$ cat config.mk
export PLATFORM = sky130hd
export DESIGN_NAME = mem_loader
export DESIGN_NICKNAME = d
export VERILOG_FILES = /design/src/rtl/mem_loader_pkg.sv /design/src/rtl/ld_checksum.sv /design/src/rtl/mem_loader.sv
export SDC_FILE = /design/constraint.sdc
export NUM_CORES = 1
export LEC_CHECK = 0
export ABC_AREA = 1
export ABC_CLOCK_PERIOD_IN_PS = 1800
export BUFFER_PORTS_ARGS = -buffer_cell sky130_fd_sc_hd__buf_2
export CORE_UTILIZATION = 45
export CTS_BUF_LIST = sky130_fd_sc_hd__clkbuf_16
export DETAILED_ROUTE_END_ITERATION = 8
export PLACE_DENSITY = 0.95
export SLEW_MARGIN = 20
export SYNTH_ARGS = -nofsm -noshare
export SYNTH_HDL_FRONTEND = slang
export SYNTH_SLANG_ARGS = --single-unit
$ cat constraint.sdc
create_clock -name clk -period 1.8 [get_ports clk]
set_input_delay 0.36 -clock clk [delete_from_list [all_inputs] [get_ports clk]]
set_output_delay 0.36 -clock clk [all_outputs]
set_load 0.005 [all_outputs]
$ cat src/rtl/mem_loader_pkg.sv
// mem_loader_pkg: state encoding and shared constants for the program loader.
package mem_loader_pkg;
    typedef enum logic [2:0] {IDLE, LOAD, VERIFY, RUN, ERR} state_t;
    localparam int CSUM_W = 32;
    localparam logic [63:0] STRIDE = 64'd4;
endpackage

$ cat src/rtl/ld_checksum.sv
// ld_checksum: 32-bit wrap-around accumulator with synchronous clear.
module ld_checksum
    import mem_loader_pkg::*;
(
    input  logic              clk,
    input  logic              clr,
    input  logic              en,
    input  logic [CSUM_W-1:0] data,
    output logic [CSUM_W-1:0] sum
);
    always_ff @(posedge clk) sum <= clr ? '0 : en ? sum + data : sum;
endmodule

$ cat src/rtl/mem_loader.sv
// mem_loader: streams a program into CPU instruction memory, then enables the CPU.
// Define MEM_LOADER_VERIFY_EN to read the image back and compare checksums before RUN.
module mem_loader
    import mem_loader_pkg::*;
#(
    parameter int          ADDR_W    = 9,
    parameter logic [63:0] BASE_ADDR = 64'h0
) (
    input  logic            clk,
    input  logic            rst,
    input  logic            start,
    input  logic            s_valid,
    input  logic [31:0]     s_data,
    input  logic            s_last,
    output logic            s_ready,
    output logic [63:0]     addr_ext,
    output logic            wen_ext,
    output logic            ren_ext,
    output logic [31:0]     wdata_ext,
    input  logic [31:0]     rdata_ext,
    output logic            cpu_enable,
    output logic            done,
    output logic            error,
    output logic [ADDR_W:0] word_count
);
    localparam logic [ADDR_W:0] DEPTH = {1'b1, {ADDR_W{1'b0}}};
`ifdef MEM_LOADER_VERIFY_EN
    localparam state_t AFTER_LOAD = VERIFY;
`else
    localparam state_t AFTER_LOAD = RUN;
`endif
    state_t state, state_nx;
    logic ended;
    logic hs, ovf, clr;
    logic verify_end, sums_match;
    logic [63:0] waddr, raddr;
    logic [CSUM_W-1:0] load_sum;

    assign hs  = s_valid && s_ready;
    assign ovf = state == LOAD && !ended && s_valid && word_count == DEPTH;
    assign clr = rst || (state == IDLE && start);

    ld_checksum u_load_sum (.clk(clk), .clr(clr), .en(hs), .data(s_data), .sum(load_sum));

`ifdef MEM_LOADER_VERIFY_EN
    logic [ADDR_W+1:0] vcnt;
    logic rd_q;
    logic [CSUM_W-1:0] read_sum;

    ld_checksum u_read_sum (.clk(clk), .clr(clr), .en(rd_q), .data(rdata_ext), .sum(read_sum));

    // vcnt: reads on 0..n-1, last data lands on n, compare on n+1
    always_ff @(posedge clk) begin
        vcnt <= (rst || state != VERIFY) ? '0 : vcnt + 1'b1;
        rd_q <= !rst && ren_ext;
    end
    assign ren_ext    = state == VERIFY && vcnt < {1'b0, word_count};
    assign raddr      = BASE_ADDR + 64'(vcnt) * STRIDE;
    assign verify_end = vcnt == {1'b0, word_count} + 1'b1;
    assign sums_match = read_sum == load_sum;
`else
    logic unused_verify;
    assign ren_ext       = 1'b0;
    assign raddr         = '0;
    assign verify_end    = 1'b0;
    assign sums_match    = 1'b0;
    assign unused_verify = ^{rdata_ext, load_sum};
`endif

    always_ff @(posedge clk) state <= rst ? IDLE : state_nx;

    // ended: s_last accepted; LOAD stays one more cycle so the final write drains before leaving
    always_comb begin
        state_nx = state;
        case (state)
            IDLE:    state_nx = start ? LOAD : IDLE;
            LOAD:    state_nx = ended ? AFTER_LOAD : ovf ? ERR : LOAD;
            VERIFY:  state_nx = verify_end ? (sums_match ? RUN : ERR) : VERIFY;
            default: state_nx = state;
        endcase
    end

    always_comb begin
        s_ready    = state == LOAD && !ended && word_count < DEPTH;
        addr_ext   = ren_ext ? raddr : waddr;
        cpu_enable = state == RUN;
        done       = state == RUN;
        error      = state == ERR;
    end

    always_ff @(posedge clk) begin
        if (rst) begin
            word_count <= '0;
            ended      <= 1'b0;
            wen_ext    <= 1'b0;
            waddr      <= '0;
            wdata_ext  <= '0;
        end else begin
            wen_ext <= hs;
            if (state == IDLE && start) begin
                word_count <= '0;
                ended      <= 1'b0;
            end
            if (hs) begin
                word_count <= word_count + 1'b1;
                ended      <= s_last;
                waddr      <= BASE_ADDR + 64'(word_count) * STRIDE;
                wdata_ext  <= s_data;
            end
        end
    end
endmodule

After elaboration in Yosys (flattened, before gate mapping)
Cells that the tools add are included.
Widths: inputs -> output; s select.
Storage, ports and cells
  register bits after elaboration: 57
  output and inout bits: 112
Operators by class
  add/subtract/negate cells: 1
  $lt $le $gt $ge: 1
  equality and inequality tests: 5
  muxes and demuxes: 8
  reduce and logical (&&, ||, !) cells: 10
Operators with widths (count)
  $mux 10: 2
  $add 10x1->10 const B: 1
  $eq 10x10->1 const B: 1
  $lt 10x10->1 const B: 1
  $pmux 3 s3: 1
  $eq 3x2->1 const B: 2
  $logic_and 1x1->1: 6
  $mux 3: 2
  $eq 3x1->1 const B: 1
  $eq 3x3->1 const B: 1
  $logic_not 3->1: 1
  $mux 1: 3
  $reduce_bool 3->1: 1
  $reduce_bool 2->1: 1
  $logic_not 1->1: 1

Logic depth before layout (Yosys ltp)
Gate-level depths: netlist (run 1).
  word-level depth: 7
  mapped depth: 9
  depth with buffers taken out: 8

Least setup slack after synthesis (run 1)
Ideal clock, no wire load.
  kind: input-to-reg
  start: input port rst
  end: register wdata_ext[22]
  arrival time: 1.158 ns
  required time: 1.735 ns
  setup slack: 0.577 ns
  cell stages on the path: 6
  buffers on the path: 3
  path through: buf_2 -> inv_1 -> buf_2 -> clkbuf_1 -> o21ai_0 -> nor2_1
RTL lines
  start, declared: line mem_loader.sv:10  | input logic rst,
  end signal, assigned: line mem_loader.sv:108  | wdata_ext <= s_data;
  end, declared: line mem_loader.sv:19  | output logic [31:0] wdata_ext,

Worst setup path after layout (run 1)
  start: register state[0]
  end: register word_count[1]
Between the ends
  word-level cells in the longest chain between the ends: 5
Ends and longest elaborated chain
  start, declared: line mem_loader.sv:32  | state_t state, state_nx;
  start signal, assigned: line mem_loader.sv:70  | always_ff @(posedge clk) state <= rst ? IDLE : state_nx;
  $eq 3x1->1: line mem_loader.sv:84  | s_ready = state == LOAD && !ended && word_count < DEPTH;
  $logic_and 1x1->1 (2 in series): line mem_loader.sv:84
  $logic_and 1x1->1: line mem_loader.sv:39  | assign hs = s_valid && s_ready;
  $mux 10 / $reduce_bool 2->1 (equally long branches)
  end signal, assigned: line mem_loader.sv:105  | word_count <= word_count + 1'b1;
  end, declared: line mem_loader.sv:24  | output logic [ADDR_W:0] word_count
Several ways; a longest one is shown, not always the timed one.
A chain may end at the register's enable or synchronous reset.

==> results of run 1 <==
through the flow:
step / utilization [%] / area, µm² / power (mW) / worst slack, ns
final: 57.0 / 3210 / 3.10 / 0.261
after CTS: 56.9 / 3210 / 3.12 / 0.136
after global placement: 52.5 / 2960 / 1.67 / 0.254
after floorplan: - / 2890 / 1.64 / 0.577
after global routing: 57.0 / 3210 / 3.23 / 0.0795
after detailed placement: 52.5 / 2960 / 1.68 / 0.133
worst max-delay path, stage by stage, from the launching register on:
cell     delay [ns]
dfxtp_1        0.35
inv_2          0.07
nor2_4         0.10
nand3_2        0.10
nor2_4         0.14
buf_4          0.30
nand2_1        0.13
inv_1          0.12
nand2_1        0.06
o21ai_0        0.08
logic make-up (layout without fill, tap and decap cells):
logic type	count (synthesis)	after routing	synth area share, %
compound gates	67	67	12.6
flops	57	57	42.5
other cells	1	55	0.140
buf+inv	94	134	22.4
fa+ha+maj	2	2	0.932
simple gates	137	137	21.4
layout make-up:
type                       count  area, µm²  share of cell area [%]
clock inverter                 6       27.5                   0.856
sequential                    57       1140                    35.5
tap                           72       90.1                    2.80
inverter                      22       85.1                    2.65
timing repair buffer          97        495                    15.4
clock buffer                   9        225                    7.01
multi-input combinational    261       1150                    35.8
flip-flops by register name, summed over array words and instances (netlist names):
| name | cells |
|---|---|
| state | 3 |
| addr_ext | 10 |
| wdata_ext | 32 |
| wen_ext | 1 |
| ended | 1 |
| word_count | 10 |
worst paths after layout:
| kind | start | to | cells past startpoint |
|---|---|---|---|
| hold reg to reg | addr_ext[11] | addr_ext[11] | 2 |
| setup / recovery | state[0] | word_count[1] | 9 |
| setup reg to reg | state[0] | word_count[1] | 9 |
| hold / removal | s_data[11] | wdata_ext[11] | 3 |
power breakdown:
group | leakage (nW) | total (mW) | internal [mW] | switching (mW)
Sequential | 0.465 | 1.36 | 1.33 | 0.0331
Combinational | 1.09 | 0.297 | 0.114 | 0.183
Clock | 0.125 | 1.44 | 0.897 | 0.539
Total | 1.68 | 3.10 | 2.34 | 0.755
Yosys cell counts:
| cell type | instances |
|---|---|
| dfxtp_1 | 57 |
| nand3_1 | 18 |
| buf_2 | 4 |
| nor3b_1 | 1 |
| a21oi_2 | 1 |
| inv_2 | 2 |
| clkbuf_1 | 6 |
| buf_4 | 59 |
| nor2_2 | 1 |
| nor3_1 | 3 |
| a21oi_1 | 17 |
| ha_1 | 2 |
| nor2_4 | 1 |
| nand4_1 | 3 |
| o21ai_0 | 46 |
| o21ai_1 | 3 |
| inv_1 | 20 |
| conb_1 | 1 |
| nand2_1 | 32 |
| nor2_1 | 76 |
| buf_6 | 3 |
| nand3_2 | 2 |
routing by layer:
layer	part of all wire (%)	vias up	GRT usage (%)
met5	0	-	0
met2	48	140	35.3
li1	-	1211	-
met3	7.3	18	5.75
met4	3.1	0	14.0
met1	42	1106	22.5
timing repair:
item / 4_1_cts / 5_1_grt
resized for setup: 0 / 2
hold buffers: 0 / 0
endpoints found under the setup margin: 0 / 6
==> results.py, run 1 <==
metrics = {
    "cts": {
        "cts_tree": "done",
        "clkSlewWorstSetupHoldPaths_ns": 0.05,
        "post_cts_buffers": 0,
        "clk_latency_ns": 0.32,
        "cts_buffers": 9,
        "numClockSinks": 57,
        "htree_levels": 3,
        "clock_path_buffers": 2,
        "root_buffer": "clkbuf_16",
    },
    "status": {
        "status": "completed",
    },
    "setup_path": {
        "r2r_setup_slack_ns": 0.26,
        "path_max_fanout": 28,
        "critPathKind": "flip-flop to flip-flop",
        "arrival_ns": 1.77,
        "start_kind": "flip-flop",
        "worstSetupEndpointType": "flip-flop",
        "required_ns": 2.03,
    },
    "detailed_routing": {
        "drt_wl_total_um": 6110,
        "vias": 2475,
        "first_pass_iters": 4,
        "ant_nets": 0,
        "viasPerCell": 4.72,
        "wl_per_cell_um": 11.7,
        "drtIter0Drc": 183,
        "drc": 0,
    },
    "global_route": {
        "grt_start_max_net_pins": 47,
        "grt_pass1_wl_um": 10100,
        "first_global_vias": 2308,
        "gr-total-overflow": 0,
        "grt_usage_pct": 20.8,
        "antenna_found_initial": 0,
    },
    "logic_synthesis": {
        "yosysWarningCount": 0,
        "ys_seq_area_share_pct": 42.5,
        "synth_top_cell_by_area": "dfxtp_1",
        "ys_seq_elements": 57,
        "synthDistinctLibCells": 22,
        "avgSynthCellArea_um2": 7.50,
        "synth.top_cell.area_share_pct": 42.5,
        "yosys-top-cells-area": "dfxtp_1, buf_4, nor2_1",
        "syn_area_um2": 2690,
        "syn_inst": 358,
    },
    "sta": {
        "hold_ws_ns": 0.258,
        "rsz0062_at_grt": "no",
        "drv_slew": 0,
        "post-route-period-util_pct": 85.5,
        "setup_viol": 0,
        "period_minus_slack_ns": 1.54,
        "final-hold-violation-count": 0,
        "fin_skew_ns": 0.00360,
        "fmax_ghz": 0.650,
        "setup_tns_ns": 0,
    },
    "final_layout": {
        "layout_commonest_cell": "buf_2",
        "layout_common_cells": "buf_2, nor2_1, dfxtp_1",
        "nNetsFinal": 519,
        "syn2layout_area_growth_pct": 19.7,
        "final_cells": 524,
        "diodes": 0,
        "layout-drive-gt1-share_pct": 25.4,
        "n_fill_cell": 510,
    },
    "place": {
        "place.gp.congestion": 0.803,
        "dp_hpwl_um": 4190,
        "dp.cells": 509,
        "io_buffers": 93,
    },
    "floorplan": {
        "dieWidth_um": 79.2,
        "core_um2": 5640,
        "num_rows": 27,
        "die_h_um": 79.2,
        "die-area_um2": 6280,
        "start_util_pct": 47.6,
        "io_pins": 181,
    },
    "power": {
        "irDropWorstVdd_v": 0.000799,
        "p_leak_nw": 1.68,
        "powerDensity_nw_per_um2": 963,
    },
    "hold_path": {
        "hp-class": "primary input to flip-flop",
    },
    "run": {
        "cap_violations": 0,
    },
}
(Power assumes the default switching activity.)
==> run 2: changes to the inputs <==
Settings changed: ABC_AREA 1 to 0, CORE_UTILIZATION 45 to 46.
==> run 2 against run 1 <==
Against the previous run: sequential cell count unchanged; largest cell class unchanged; the flow now finishes with violations (negative setup slack); global-route usage grew 0.36 points; critical endpoint is now s_ready; die area increased by 2.5%.
==> results.py, run 2 <==
metrics = {
    "status": {
        "status": "finished, violations left",
        "violations": "negative setup slack",
    },
    "place": {
        "dp_hpwl_um": 4720,
        "place_ws_ns": 0.0660,
        "io_buffers": 93,
        "place.gp.congestion": 0.822,
        "dp.cells": 498,
    },
    "sta": {
        "rsz0062_at_grt": "yes",
        "period_minus_slack_ns": 1.82,
        "final_critical_path_setup_slack_ns": -0.0191,
        "setup_tns_ns": -0.0191,
        "post-route-period-util_pct": 101,
        "drv_slew": 0,
        "setup_viol": 1,
        "final-hold-violation-count": 0,
        "fin_skew_ns": 0.00515,
        "fmax_ghz": 0.550,
    },
    "global_route": {
        "first_global_vias": 2426,
        "grt_pass1_wl_um": 10600,
        "antenna_found_initial": 0,
        "gr-total-overflow": 0,
        "grt_start_max_net_pins": 42,
        "grt_usage_pct": 21.2,
    },
    "setup_path": {
        "worst_path_largest_cell_delay_ns": 0.54,
        "path_max_fanout": 2,
        "critPathKind": "flip-flop to output pin",
        "arrival_ns": 1.46,
        "r2r_setup_slack_ns": 0.04,
        "crit_family": "simple AND/OR/NAND/NOR gates",
        "worst-path-buf-inv": 2,
        "worstSetupEndpointType": "output pin",
        "required_ns": 1.44,
        "cp_slowest_cell": "or4b_4",
        "start_kind": "flip-flop",
        "cp_cell_sequence": "or4b_4 > buf_6 > nor2_2 > buf_2",
    },
    "logic_synthesis": {
        "synth.top_cell.area_share_pct": 40.5,
        "async_reset_ff_share_pct": 0,
        "yosys-top-cells-area": "dfxtp_1, buf_4, nand3_1",
        "ys_seq_area_share_pct": 40.5,
        "synth-main-ff-cell": "dfxtp_1",
        "syn_inst": 344,
        "yosysWarningCount": 0,
        "syn_area_um2": 2820,
        "ys_seq_elements": 57,
        "synthDistinctLibCells": 39,
        "avgSynthCellArea_um2": 8.18,
        "yosysMostFrequentCell": "dfxtp_1",
        "synth_top_cell_by_area": "dfxtp_1",
        "ys_top_cells_by_count": "dfxtp_1, buf_4, nand3_1, a21oi_1, o21ai_0",
        "synth_edf_count": 0,
    },
    "final_layout": {
        "layout_commonest_cell": "buf_2",
        "area.sequential_um2": 1140,
        "largest_register_ffs": 32,
        "final_cells": 516,
        "syn2layout_area_growth_pct": 24.8,
        "nNetsFinal": 509,
        "n_fill_cell": 536,
        "layout-drive-gt1-share_pct": 32.9,
        "layout_common_cells": "buf_2, conb_1, dfxtp_1",
        "top_register": "wdata_ext",
        "multi_input_area_um2": 1360,
        "diodes": 0,
    },
    "detailed_routing": {
        "drc": 0,
        "vias": 2721,
        "viasPerCell": 5.27,
        "drtIter0Drc": 166,
        "drt_wl_total_um": 6790,
        "ant_nets": 0,
        "first_pass_iters": 4,
        "wl_per_cell_um": 13.2,
    },
    "cts": {
        "clkSlewWorstSetupHoldPaths_ns": 0.05,
        "root_buffer": "clkbuf_16",
        "cts_hold_buf": 0,
        "clock_path_buffers": 2,
        "clk_latency_ns": 0.31,
        "cts_tree": "done",
        "cts_buffers": 9,
        "htree_levels": 3,
        "numClockSinks": 57,
    },
    "power": {
        "clockPowerShare_pct": 46.1,
        "swShare_pct": 24.5,
        "finalPower_mw": 3.08,
        "p_comb_share_pct": 11.1,
        "powerDensity_nw_per_um2": 878,
        "irDropWorstVdd_v": 0.000638,
        "p_leak_nw": 1.64,
        "power_frac_seq_pct": 42.8,
        "p_switching_uw": 754,
        "internal_power_mw": 2.33,
    },
    "floorplan": {
        "dieWidth_um": 80.2,
        "core_um2": 5920,
        "die_h_um": 80.2,
        "num_rows": 28,
        "die-area_um2": 6440,
        "start_util_pct": 47.5,
        "io_pins": 181,
    },
    "hold_path": {
        "hp-class": "primary input to flip-flop",
    },
    "run": {
        "cap_violations": 0,
    },
}
[run 2: cell count changes after synthesis, moves of 4 or more]
| cell | before | now |
|---|---|---|
| inv_1 | 20 | 5 |
| buf_1 | 0 | 4 |
| and3_1 | 0 | 6 |
| nor4_1 | 0 | 4 |
| o21ai_0 | 46 | 41 |
| a21oi_1 | 17 | 43 |
| nand2_1 | 32 | 2 |
| nand3_1 | 18 | 46 |
| nor2_1 | 76 | 8 |
| o211ai_1 | 0 | 4 |
| clkbuf_1 | 6 | 24 |
[run 2: final timing paths]
path / from / to / cells past startpoint
worst max-delay path: word_count[9] / s_ready / 4
worst max register to register: word_count[9] / word_count[5] / 4
worst min register to register: addr_ext[3] / addr_ext[3] / 2
worst min-delay path: s_data[6] / wdata_ext[6] / 3
[run 2: what timing repair did]
item / 4_1_cts / 5_1_grt
gates resized for setup: 6 / 4
setup buffers: 3 / 1
endpoints found under the setup margin: 2 / 9
cloned: 0 / 0
pin swaps: 1 / 2
[run 2: per-layer routing]
metal	GRT usage, %	vias to the layer above	part of all wire, %
met3	5.00	15	6.3
met1	24.6	1293	40
met5	0	-	0
li1	-	1293	-
met4	8.75	0	1.8
met2	37.1	120	52
[run 2: logic make-up after synthesis]
logic type | count (synthesis) | synth area share (%)
AO/OA/AOI/OAI | 97 | 18.4
adder cells (fa/ha/maj) | 2 | 0.889
buffers and inverters | 92 | 20.1
flip-flops | 57 | 40.5
multiplexers | 4 | 1.56
other | 1 | 0.133
AND/OR/NAND/NOR | 91 | 18.4
[run 2: worst min-delay path: stages]
cell and delay [ns]:
buf_2 0.09, nand3_1 0.05, a21oi_1 0.05
[run 2: cell type report]
class / instances / area share, %
repair buffers: 116 / 18.3
multi-input cells: 249 / 38.8
clock buffers: 9 / 6.41
flip-flops and latches: 57 / 32.6
inverters: 5 / 0.534
well taps: 75 / 2.67
clock inverters: 5 / 0.713
[run 2: per-stage QoR]
| stage | hold slack (ns) | util, % | area, µm² |
|---|---|---|---|
| 4_1_cts | 0.288 | 58.9 | 3490 |
| 3_3_place_gp | 0.457 | 53.8 | 3180 |
| 6_report | 0.296 | 59.3 | 3510 |
| 5_1_grt | 0.297 | 59.3 | 3510 |
| 3_5_place_dp | 0.465 | 53.8 | 3180 |
| 2_1_floorplan | 0.461 | - | 3020 |
[run 2: power groups by stage]
stage	Combinational [mW]	Sequential (mW)	Clock (mW)
2_1_floorplan	0.272	1.35	0
3_3_place_gp	0.313	1.34	0
3_5_place_dp	0.323	1.34	0
4_1_cts	0.334	1.32	1.46
5_1_grt	0.381	1.32	1.51
6_report	0.343	1.32	1.42
==> run 3: changes to the inputs <==
Settings changed: ABC_CLOCK_PERIOD_IN_PS 1800 to 2110.
Clock period 1.8 ns to 2.11 ns, I/O delays scaled along.
==> run 3 against run 2 <==
Against the previous run: the run now ends clean; total power fell by 11%; cell count decreased by 2.3%; design area down 3.1%; sequential share of layout area is 0.97 points higher; clock power decreased by 6%; hold slack better by 0.060 ns; non-clock buffer count shrank 13; largest cell class unchanged; largest power group unchanged.
==> results.py, run 3 (synthesized netlist as in run 2, its figures left out) <==
metrics = {
    "status": {
        "status": "completed",
    },
    "global_route": {
        "gr-total-overflow": 0,
        "grt_pass1_wl_um": 10400,
        "grt_start_max_net_pins": 47,
        "antenna_found_initial": 0,
        "grt_usage_pct": 20.7,
        "first_global_vias": 2321,
    },
    "final_layout": {
        "syn2layout_area_growth_pct": 20.9,
        "layout_common_cells": "buf_2, dfxtp_1, conb_1",
        "layout_commonest_cell": "buf_2",
        "n_fill_cell": 559,
        "top_register": "wdata_ext",
        "multi_input_area_um2": 1320,
        "largest_register_ffs": 32,
        "area.sequential_um2": 1140,
        "finalInstanceArea_um2": 3400,
        "layout-drive-gt1-share_pct": 28.4,
        "diodes": 0,
        "nNetsFinal": 496,
    },
    "sta": {
        "setup_viol": 0,
        "rsz0062_at_grt": "no",
        "fin_skew_ns": 0.00549,
        "final-hold-violation-count": 0,
        "post-route-period-util_pct": 95.0,
        "final_critical_path_setup_slack_ns": 0.105,
        "drv_slew": 0,
        "fmax_ghz": 0.499,
        "period_minus_slack_ns": 2.00,
        "setup_tns_ns": 0,
    },
    "setup_path": {
        "start_kind": "flip-flop",
        "path_max_fanout": 9,
        "cp_slowest_cell": "or4b_1",
        "arrival_ns": 1.58,
        "worstSetupEndpointType": "output pin",
        "critPathKind": "flip-flop to output pin",
        "cp_cell_sequence": "or4b_1 > nor2_1 > buf_2",
        "required_ns": 1.69,
        "worst_path_largest_cell_delay_ns": 0.57,
    },
    "power": {
        "p_leak_nw": 1.56,
        "powerDensity_nw_per_um2": 802,
        "finalPower_mw": 2.73,
        "irDropWorstVdd_v": 0.000481,
    },
    "detailed_routing": {
        "drtIter0Drc": 167,
        "vias": 2628,
        "ant_nets": 0,
        "viasPerCell": 5.21,
        "first_pass_iters": 4,
        "wl_per_cell_um": 12.8,
        "drt_wl_total_um": 6470,
        "drc": 0,
    },
    "floorplan": {
        "core_um2": 5920,
        "io_pins": 181,
        "dieWidth_um": 80.2,
        "die_h_um": 80.2,
        "start_util_pct": 47.5,
        "num_rows": 28,
        "die-area_um2": 6440,
    },
    "cts": {
        "cts_resized": 0,
        "clkSlewWorstSetupHoldPaths_ns": 0.05,
        "cts_tree": "done",
        "cts_hold_buf": 0,
        "clock_path_buffers": 2,
        "cts_buffers": 9,
        "numClockSinks": 57,
        "htree_levels": 3,
        "root_buffer": "clkbuf_16",
        "clk_latency_ns": 0.31,
        "post_cts_buffers": 0,
    },
    "place": {
        "postPlaceCellArea_um2": 3130,
        "place.gp.congestion": 0.806,
        "io_buffers": 93,
        "dp_hpwl_um": 4430,
        "place_ws_ns": 0.280,
    },
    "run": {
        "cap_violations": 0,
    },
    "hold_path": {
        "hp-class": "primary input to flip-flop",
    },
}
run 3: cell types whose count changed in the layout (fill, tap and decap cells not counted), sizes merged:
cell / delta
bufinv: +1
buf: -13
run 3: routing by layer:
metal  GRT usage (%)  vias up  share of wire, %
met2            35.8       96                51
met4            8.57        0               1.1
met1            24.5     1255                43
met5               0        -                 0
met3            4.77        8               4.8
li1                -     1269                 -
run 3: worst paths after layout:
check	start	end	slack, ns	cells after the start
worst max-delay path	state[0]	s_ready	0.11	3
worst min-delay path	s_data[5]	wdata_ext[5]	0.36	3
worst max register to register	state[0]	word_count[7]	0.27	3
worst min register to register	addr_ext[11]	addr_ext[11]	0.46	1
run 3: final cells by class:
cell class / count / area share (%)
clock buffers: 9 / 6.62
clock inverters: 6 / 1.47
inverters: 5 / 0.551
multi-input cells: 249 / 38.8
flip-flops and latches: 57 / 33.5
well taps: 75 / 2.76
repair buffers: 103 / 16.3
run 3: where the power goes:
| group | internal [mW] | switching (mW) | total (mW) | leakage [nW] |
|---|---|---|---|---|
| clock | 0.885 | 0.448 | 1.33 | 0.135 |
| sequential | 1.11 | 0.0177 | 1.13 | 0.462 |
| combinational | 0.0971 | 0.171 | 0.268 | 0.962 |
| total | 2.09 | 0.637 | 2.73 | 1.56 |
run 3: stage by stage:
stage / util, % / cells / hold slack [ns]
floorplan: - / 398 / 0.461
global placement: 52.8 / 489 / 0.450
detailed placement: 52.8 / 489 / 0.456
CTS: 57.5 / 504 / 0.347
global route: 57.5 / 504 / 0.361
finish: 57.5 / 504 / 0.356
run 3: critical path, delay by kind of cell, from the launching register on:
family,cells,cell delay [ns]
buf+inv,1,0.13
flops,1,0.43
simple gates,2,0.71
